$ cat config.mk
export PLATFORM = sky130hd
export DESIGN_NAME = pipe_stage_buf
export DESIGN_NICKNAME = d
export VERILOG_FILES = /design/src/rtl/cpu_pkg.sv /design/src/rtl/pipe_stage_buf.sv
export SDC_FILE = /design/constraint.sdc
export NUM_CORES = 1
export LEC_CHECK = 0
export ABC_AREA = 1
export ABC_CLOCK_PERIOD_IN_PS = 18370
export CELL_PAD_IN_SITES_DETAIL_PLACEMENT = 0
export CELL_PAD_IN_SITES_GLOBAL_PLACEMENT = 2
export CORE_ASPECT_RATIO = 1.5
export CORE_MARGIN = 2
export CORE_UTILIZATION = 28
export DETAILED_ROUTE_END_ITERATION = 7
export PLACE_DENSITY_LB_ADDON = 0.1
export REMOVE_ABC_BUFFERS = 1
export SLEW_MARGIN = 0
export SYNTH_ARGS = -nofsm -noshare
export SYNTH_HDL_FRONTEND = slang
export SYNTH_SLANG_ARGS = --single-unit
$ cat constraint.sdc
create_clock -name clk -period 18.37 [get_ports clk]
set_input_delay 3.674 -clock clk [delete_from_list [all_inputs] [get_ports clk]]
set_output_delay 3.674 -clock clk [all_outputs]
set_load 0.01 [all_outputs]
$ cat src/rtl/cpu_pkg.sv
// Shared payload layout for the CPU inter-stage registers.
// A beat is PC, instruction and five per-stage result words, PC in the low bits.
package cpu_pkg;

    localparam int WORD_W    = 32;
    localparam int NUM_RES   = 5;
    localparam int PC_LSB    = 0;
    localparam int INSTR_LSB = PC_LSB + WORD_W;
    localparam int RES_LSB   = INSTR_LSB + WORD_W;
    localparam int PAYLOAD_W = RES_LSB + NUM_RES * WORD_W;

    // A bubble is an all-zero payload, so a killed stage reads as a NOP.
    localparam logic [WORD_W-1:0] NOP_WORD = '0;

    function automatic logic [PAYLOAD_W-1:0] pack_pc_instr(
        input logic [WORD_W-1:0] pc,
        input logic [WORD_W-1:0] instr
    );
        logic [PAYLOAD_W-1:0] p;
        p = '0;
        p[PC_LSB +: WORD_W]    = pc;
        p[INSTR_LSB +: WORD_W] = instr;
        return p;
    endfunction

endpackage

$ cat src/rtl/pipe_stage_buf.sv
// Valid/ready pipeline register between CPU stages, with an optional skid entry
// so that in_ready is a flop output rather than a function of out_ready.
module pipe_stage_buf
    import cpu_pkg::*;
#(
    parameter int DATA_W    = PAYLOAD_W,
    parameter bit SKID      = 1'b1,
    parameter bit ZERO_KILL = 1'b1
) (
    input  logic              clk,
    input  logic              reset,
    input  logic              flush,
    input  logic              req,
    input  logic              in_valid,
    output logic              in_ready,
    input  logic [DATA_W-1:0] in_data,
    output logic              out_valid,
    input  logic              out_ready,
    output logic [DATA_W-1:0] out_data,
    output logic [1:0]        occ
);

    localparam logic [DATA_W-1:0] NOP_PAYLOAD = DATA_W'(NOP_WORD);

    logic              kill;
    logic              accept;
    logic              pop;
    logic              skid_valid;
    logic              main_valid_q, main_valid_d;
    logic [DATA_W-1:0] main_data_q, main_data_d;
    logic [DATA_W-1:0] main_kill_data;

    assign kill           = flush | req;
    assign accept         = in_valid & in_ready;
    assign pop            = main_valid_q & out_ready;
    assign main_kill_data = ZERO_KILL ? NOP_PAYLOAD : main_data_q;

    // NOTE: sequential state uses non-blocking assignments so every flop samples
    // pre-edge values regardless of block ordering.
    always_ff @(posedge clk or posedge reset) begin
        if (reset) begin
            main_valid_q <= 1'b0;
            // NOTE: the payload flops are reset as well, not just the valid bit,
            // so out_data reads as a NOP straight out of reset.
            main_data_q  <= NOP_PAYLOAD;
        end else begin
            main_valid_q <= main_valid_d;
            main_data_q  <= main_data_d;
        end
    end

    if (SKID) begin : g_skid
        logic              skid_valid_q, skid_valid_d;
        logic [DATA_W-1:0] skid_data_q, skid_data_d;
        logic [DATA_W-1:0] skid_kill_data;

        assign skid_kill_data = ZERO_KILL ? NOP_PAYLOAD : skid_data_q;

        // The skid entry only fills while main is stalled, so it is always the younger beat.
        always_comb begin
            // NOTE: every output gets a default first so no path leaves it unassigned
            // and no latch is inferred.
            main_valid_d = main_valid_q;
            main_data_d  = main_data_q;
            skid_valid_d = skid_valid_q;
            skid_data_d  = skid_data_q;
            if (kill) begin
                main_valid_d = 1'b0;
                main_data_d  = main_kill_data;
                skid_valid_d = 1'b0;
                skid_data_d  = skid_kill_data;
            end else if (!main_valid_q) begin
                if (accept) begin
                    main_valid_d = 1'b1;
                    main_data_d  = in_data;
                end
            end else if (pop) begin
                if (skid_valid_q) begin
                    main_data_d  = skid_data_q;
                    skid_valid_d = 1'b0;
                    skid_data_d  = skid_kill_data;
                end else if (accept) begin
                    main_data_d  = in_data;
                end else begin
                    main_valid_d = 1'b0;
                    main_data_d  = main_kill_data;
                end
            end else if (accept) begin
                skid_valid_d = 1'b1;
                skid_data_d  = in_data;
            end
        end

        always_ff @(posedge clk or posedge reset) begin
            if (reset) begin
                skid_valid_q <= 1'b0;
                skid_data_q  <= NOP_PAYLOAD;
            end else begin
                skid_valid_q <= skid_valid_d;
                skid_data_q  <= skid_data_d;
            end
        end

        assign in_ready   = ~skid_valid_q;
        assign skid_valid = skid_valid_q;
    end else begin : g_single
        assign in_ready   = ~main_valid_q | out_ready;
        assign skid_valid = 1'b0;

        always_comb begin
            main_valid_d = main_valid_q;
            main_data_d  = main_data_q;
            if (kill) begin
                main_valid_d = 1'b0;
                main_data_d  = main_kill_data;
            end else if (accept) begin
                main_valid_d = 1'b1;
                main_data_d  = in_data;
            end else if (pop) begin
                main_valid_d = 1'b0;
                main_data_d  = main_kill_data;
            end
        end
    end

    assign out_valid = main_valid_q;
    assign out_data  = main_data_q;
    assign occ       = {1'b0, main_valid_q} + {1'b0, skid_valid};

endmodule

# Yosys cells after proc, flatten, opt, wreduce, memory -nomap -nowiden
# Cells that the tools add are included.
# word_totals
reg_bits	450
word_cells	36
out_inout_bits	228
inputBits	230
# classes
bitwise	4
muxes	19
add_sub_neg	1
eq_ne	2
reduce_logical	6
# op_table
op	count
$mux 224	10
$mux 1	9
$reduce_bool 3->1	2
$reduce_and 2->1	2
$ne 3x2->1 const B	1
$ne 3x3->1 const B	1
$reduce_and 3->1	1
$add 1x1->2	1
$and 1x1->1	2
$reduce_bool 2->1	1
$not 1->1	1
$or 1x1->1	1

# Depth between registers and ports, before layout
# Gate-level depths: netlist (run 1).
# logic_depth
word_depth	7
ltp_mapped	9

# Worst setup path after synthesis (run 1)
# OpenSTA, ideal clock, no wires.
# synth_timing
path_kind	input -> register
startpoint	input req
endpoint	register main_data_q[100] (netlist: out_data[100])
stages	7
setup_time_ns	0.065
path_slack_ns	13.654
arrival_time_ns	4.651
path_buffers	2
cell_sequence	nor2_4 -> nand2_2 -> nor2_2 -> buf_2 -> buf_2 -> nand2_1 -> nand2_1
# synth_between
elab_chain_cells	3
# synth_rtl
item	line	text
from (decl)	pipe_stage_buf.sv:13	input logic req,
$or 1x1->1 (*)	pipe_stage_buf.sv:33	assign kill = flush | req;
$ne 3x3->1 (no line) / $reduce_bool 3->1 (equally long branches)	-	
$reduce_and 2->1 (no line)	-	
to (signal assigned)	pipe_stage_buf.sv:48	main_data_q <= main_data_d;
to (decl)	pipe_stage_buf.sv:30	logic [DATA_W-1:0] main_data_q, main_data_d;
# Every way passes the cells marked *; elsewhere a longest branch is shown, timed or not.
# A chain may end at the register's enable or synchronous reset.

# Worst setup path in the final report (run 1)
# layout_timing
startpoint	input req
endpoint	register g_skid.skid_data_q[10]
# layout_between
elab_chain_cells	3
# layout_rtl
item	line	text
$or 1x1->1 (*)	pipe_stage_buf.sv:33	
$ne 3x2->1 (no line), or another cell as far along	-	
$reduce_and 3->1 (no line)	-	
to (signal assigned)	pipe_stage_buf.sv:100	skid_data_q <= skid_data_d;
to (decl)	pipe_stage_buf.sv:54	logic [DATA_W-1:0] skid_data_q, skid_data_d;
# Marked as above.

==> results of run 1 <==
## layout make-up
type / instances / area (µm²) / share of cell area [%]
Clock inverter: 9 / 73.8 / 0.276
Clock buffer: 79 / 1510 / 5.65
Tap cell: 915 / 1140 / 4.27
Inverter: 6 / 35.0 / 0.131
Antenna cell: 6 / 15.0 / 0.0560
Timing Repair Buffer: 479 / 4760 / 17.8
Sequential cell: 450 / 11300 / 42.0
Multi-Input combinational cell: 2034 / 7990 / 29.8
## kinds of logic after synthesis
family | Yosys count | share of synthesized area (%)
simple gates | 2030 | 39.6
flops | 450 | 56.3
buf+inv | 174 | 3.86
compound gates | 3 | 0.100
fa+ha+maj | 1 | 0.0626
## per-stage QoR
step,utilization (%),std cells,hold slack [ns],cell area (µm²),setup WS (ns)
after detailed placement,35.5,3884,0.464,25200,10.86
after CTS,37.7,3972,0.481,26800,11.52
final,37.7,3978,0.475,26800,11.53
after floorplan,-,2490,0.469,19200,2.15
after global routing,37.7,3978,0.496,26800,11.24
after global placement,35.5,3884,0.463,25200,10.87
## path summary, 6_finish.rpt
| path | end | startpoint | cells after the start | slack, ns |
|---|---|---|---|---|
| min reg2reg | out_data[214] | out_data[214] | 2 | 0.47 |
| max | g_skid.skid_data_q[10] | req | 8 | 11.53 |
| min | out_data[214] | out_data[214] | 2 | 0.47 |
| min in group asynchronous | out_data[24] | reset | 2 | 3.68 |
| max in group asynchronous | g_skid.skid_data_q[36] | reset | 4 | 12.35 |
| max reg2reg | out_data[32] | out_valid | 8 | 14.82 |
## flip-flops by register name, indices dropped and copies added (netlist names)
| name | cells |
|---|---|
| g_skid.skid_data_q | 224 |
| out_data | 224 |
| g_skid.skid_valid_q | 1 |
| out_valid | 1 |
## power by group through the flow
stage | clock, µW | sequential (µW) | combinational [µW]
2_1_floorplan | 0 | 1050 | 87.8
3_3_place_gp | 0 | 1050 | 233
3_5_place_dp | 0 | 1050 | 232
4_1_cts | 1040 | 1030 | 233
5_1_grt | 1080 | 1030 | 251
6_report | 1000 | 1030 | 227
## per-layer routing
metal / track usage (%) / wire length [µm] / part of all wire (%) / vias to the layer above
li1: - / - / - / 8842
met3: 5.14 / 4790 / 6.5 / 115
met5: 0 / 161 / 0.22 / -
met1: 26.4 / 32600 / 44 / 8582
met2: 32.0 / 34600 / 47 / 492
met4: 6.70 / 1990 / 2.7 / 24
## Yosys cell counts
| cell | count |
|---|---|
| ha_1 | 1 |
| inv_1 | 4 |
| a31oi_1 | 1 |
| inv_2 | 2 |
| nand2_2 | 1 |
| dfrtp_1 | 450 |
| nor2_2 | 2 |
| a21oi_2 | 1 |
| nor2_4 | 1 |
| buf_1 | 13 |
| buf_2 | 91 |
| nand3_1 | 227 |
| buf_4 | 1 |
| or2_2 | 1 |
| clkbuf_1 | 63 |
| nand2_1 | 1798 |
| a21oi_1 | 1 |
## worst max-delay path, cell delays in order
cell and delay, ns:
clkdlybuf4s50_1 0.44, nor2_4 0.64, nand2_2 0.21, nor2_4 0.41, buf_4 0.87, buf_4 0.78
nand2_1 0.11, nand2_1 0.11
==> results.yml, run 1 <==
timing:
  worst_pin_slew_ns: 1.08
  finalHoldViolCount: 0
  post-route-period-util_pct: 37.2
  period_minus_slack_ns: 6.84
  drv_slew: 0
  grt_setup_unrepaired: "no"
  fmaxAchievable_mhz: 146
  setup_tns_ns: 0
  finalSetupViolCount: 0
  fin_skew_ns: 0.0268
  maxSlewHeadroom_pct: 28.3
placement:
  dp_hpwl_um: 44200
  gp_congestion: 0.770
  portBuffers: 457
synthesis:
  synth_area_leader_cell: "dfrtp_1"
  yosysWarnings: 0
  synth_cell_types: 17
  ys_ff_latch: 450
  seq_area_frac_synth_pct: 56.3
  avgSynthCellArea_um2: 7.52
  yosysTopAreaCellShare_pct: 56.3
  netlist_top_cells_area: "dfrtp_1, nand2_1, nand3_1"
  synth_cells: 2658
  synth_area_um2: 20000
route:
  wirelength_um: 74200
  detail_route.iter0.violations: 1142
  drt-vias-per-instance: 4.54
  dr.pass1.iters: 5
  wl_per_cell_um: 18.7
  route.detailed.drc: 0
  drtAntennaViolNets: 0
  vias: 18100
power_and_ir_drop:
  p_int_uw: 1680
  p_comb_share_pct: 10.0
  clkPwrFrac_pct: 44.5
  p_sw_uw: 574
  ir_drop_uv: 59.0
  leakagePower_uw: 0.0144
  pwr-share-seq_pct: 45.5
  switching_share_pct: 25.4
  p_total_uw: 2260
  powerDensity_nw_per_um2: 84.3
cells_and_area:
  fill_cells: 7482
  layout_commonest_cell: "nand2_1"
  drive_gt1_share_pct: 3.40
  num-nets-final: 3252
  synthToLayoutAreaGrowth_pct: 34.1
  final_cell_mix: "nand2_1, clkdlybuf4s50_1, dfrtp_1"
clock_tree:
  clock_latency_ns: 0.62
  cts_buffers: 50
  ctsResizeCount: 0
  clkSinkCount: 450
  cts_root_buf: "clkbuf_16"
  hold_buffers: 0
  cts_buffer_depth: 3
  cts_setup_buffers: 0
  cts.clk_slew.worst_paths_ns: 0.06
  ctsHtreeMaxLevel: 2
  cts_tree: "yes"
setup_path:
  crit_path_end_kind: "register"
  required_ns: 18.92
  cp.arrival_ns: 7.39
  crit_type: "input pin to register"
  worstPathMaxFanout: 82
  crit_path_start_kind: "input pin"
flow_run:
  drv_cap: 0
floorplan:
  start_util_pct: 28.1
  coreArea_um2: 71000
  die-area_um2: 73600
  fp-row-count: 120
  io_pins: 458
  dieWidth_um: 222
  die_height_um: 331
grt:
  grt_pass1_vias: 17800
  grt_overflow_total: 0
  grt_util_all_layers_pct: 20.0
  antenna_found_initial: 18
  grt_max_degree: 196
  grt_pass1_wl_um: 115000
hold_path:
  hold_path_class: "register to register"
status:
  outcome: "completed"
Note: power is estimated with default switching activity, not from simulation.
==> run 2: changes to the inputs <==
--- a/config.mk
+++ b/config.mk
@@ -6,7 +6,7 @@
 export NUM_CORES = 1
 export LEC_CHECK = 0
 export ABC_AREA = 1
-export ABC_CLOCK_PERIOD_IN_PS = 18370
+export ABC_CLOCK_PERIOD_IN_PS = 7200
 export CELL_PAD_IN_SITES_DETAIL_PLACEMENT = 0
 export CELL_PAD_IN_SITES_GLOBAL_PLACEMENT = 2
 export CORE_ASPECT_RATIO = 1.5
==> constraint.sdc (replaced) <==
create_clock -name clk -period 7.2 [get_ports clk]
set_input_delay 1.44 -clock clk [delete_from_list [all_inputs] [get_ports clk]]
set_output_delay 1.44 -clock clk [all_outputs]
set_load 0.01 [all_outputs]
==> run 2 against run 1 <==
Against the previous run:
- wire length fell by 0.67%
- non-clock buffer count fell by 3
- sequential share of layout area fell by 0.11 points
- clock skew fell by 0.0089 ns
- critical path depth did not move
- clock power rose to 2.6 times the previous value
- final area rose by 0.27%
==> results.yml, run 2 (synthesis results as in run 1) <==
clock_tree:
  cts_tree: "yes"
  clock_latency_ns: 0.61
  hold_buffers: 0
  cts_buffer_depth: 3
  clkSinkCount: 450
  cts.clk_slew.worst_paths_ns: 0.06
  ctsResizeCount: 0
  cts_buffers: 49
  ctsHtreeMaxLevel: 2
  cts_root_buf: "clkbuf_16"
  cts_setup_buffers: 0
hold_path:
  whs_endpoint: "out_data[187]"
  hold_path_class: "register to register"
  holdPathStages: 2
  min_from: "out_data[187]"
timing:
  finalSetupViolCount: 0
  drv_slew: 0
  post-route-period-util_pct: 58.2
  period_minus_slack_ns: 4.19
  maxSlewHeadroom_pct: 29.1
  fmaxAchievable_mhz: 239
  finalHoldViolCount: 0
  setup_ws_ns: 3.01
  fin_skew_ns: 0.0180
  hold_slack_ns: 0.474
  worst_pin_slew_ns: 1.06
  grt_setup_unrepaired: "no"
setup_path:
  required_ns: 7.74
  rr_endpoint: "g_skid.skid_data_q[60]"
  cp.arrival_ns: 4.73
  r2r-start: "out_valid"
  reg2reg_slack_ns: 4.39
  worstPathMaxFanout: 146
  crit_path_end_kind: "register"
  crit_type: "input pin to register"
  cp_slowest_cell: "nor2_4"
  worst-r2r-cell-count: 6
  crit_path_max_incr_delay_ns: 0.83
  cp-startpoint: "req"
  crit_path_start_kind: "input pin"
  crit_chain: "clkdlybuf4s50_1 > nor2_4 > buf_12 > nand2_2 > nor2_4 > buf_12 > nand2_1 > nand2_1"
power_and_ir_drop:
  powerDensity_nw_per_um2: 214
  switching_share_pct: 25.6
  clkPwrFrac_pct: 44.4
  ir_drop_uv: 156
  p_comb_share_pct: 10.1
  pwr-share-seq_pct: 45.5
  p_int_uw: 4280
  p_sw_uw: 1470
  p_total_uw: 5750
  leakagePower_uw: 0.0144
floorplan:
  die-area_um2: 73600
  coreArea_um2: 71000
  io_pins: 458
  dieWidth_um: 222
  start_util_pct: 28.1
  die_height_um: 331
  fp-row-count: 120
status:
  outcome: "completed"
placement:
  gp_congestion: 0.751
  preCtsSetupSlack_ns: 2.36
  dp_hpwl_um: 42100
  portBuffers: 457
  dpl.cell_count: 3881
cells_and_area:
  drive_gt1_share_pct: 3.37
  num-nets-final: 3248
  final_cell_mix: "nand2_1, clkdlybuf4s50_1, dfrtp_1"
  final_core_util_pct: 37.8
  final_cells: 3976
  synthToLayoutAreaGrowth_pct: 34.4
  layout_commonest_cell: "nand2_1"
grt:
  grt_max_degree: 151
  grt_pass1_vias: 17800
  grt_pass1_wl_um: 115000
  grt_overflow_total: 0
  grt_util_all_layers_pct: 20.0
  antenna_found_initial: 22
flow_run:
  drv_cap: 0
route:
  dr.pass1.iters: 5
  drtAntennaViolNets: 0
  drt-vias-per-instance: 4.57
  vias: 18200
  wl_per_cell_um: 18.5
  wirelength_um: 73700
  detail_route.iter0.violations: 1170
  route.detailed.drc: 0
run 2: cell types whose count changed in the layout (fill, tap and decap cells not counted):
cell	change
clkinv_2	-2
clkbuf_16	-2
buf_12	+8
clkbuf_8	+6
bufinv_16	-1
buf_4	-11
clkbuf_1	-3
inv_6	+1
diode_2	+2
run 2: final cells by class:
type | count | area, µm²
diodes | 8 | 20.0
clock buffers | 80 | 1540
clock inverters | 7 | 42.5
fillers | 7433 | 44200
inverters | 6 | 35.0
multi-input cells | 2034 | 7990
flip-flops and latches | 450 | 11300
well taps | 915 | 1140
repair buffers | 476 | 4840
run 2: how the worst max path moves through the flow:
| stage | endpoint |
|---|---|
| floorplan | g_skid.skid_data_q[0] |
| global placement | g_skid.skid_data_q[46] |
| detailed placement | g_skid.skid_data_q[60] |
| CTS | g_skid.skid_data_q[96] |
| global route | g_skid.skid_data_q[123] |
| finish | g_skid.skid_data_q[60] |
run 2: through the flow:
step	instance area [µm²]	TNS (ns)
floorplan	19200	-3622.26
global placement	25300	0
detailed placement	25300	0
CTS	26800	0
global route	26900	0
finish	26900	0
run 2: critical path, delay by kind of cell:
family	cells	cell delay (ns)
buffers and inverters	3	1.50
AND/OR/NAND/NOR	5	1.41
run 2: power by group through the flow:
stage               Combinational [µW]  Clock, µW  Sequential, µW
floorplan                          224          0            2680
global placement                   593          0            2670
detailed placement                 593          0            2670
CTS                                596       2650            2620
global route                       644       2750            2630
finish                             579       2550            2620
run 2: per-layer routing:
| metal | wire [µm] | up-vias | part of all wire, % | track usage [%] |
|---|---|---|---|---|
| met5 | 175 | - | 0.24 | 0 |
| met4 | 1930 | 28 | 2.6 | 6.68 |
| met3 | 5250 | 112 | 7.1 | 5.48 |
| met2 | 33700 | 522 | 46 | 31.2 |
| met1 | 32700 | 8654 | 44 | 26.7 |
| li1 | - | 8843 | - | - |
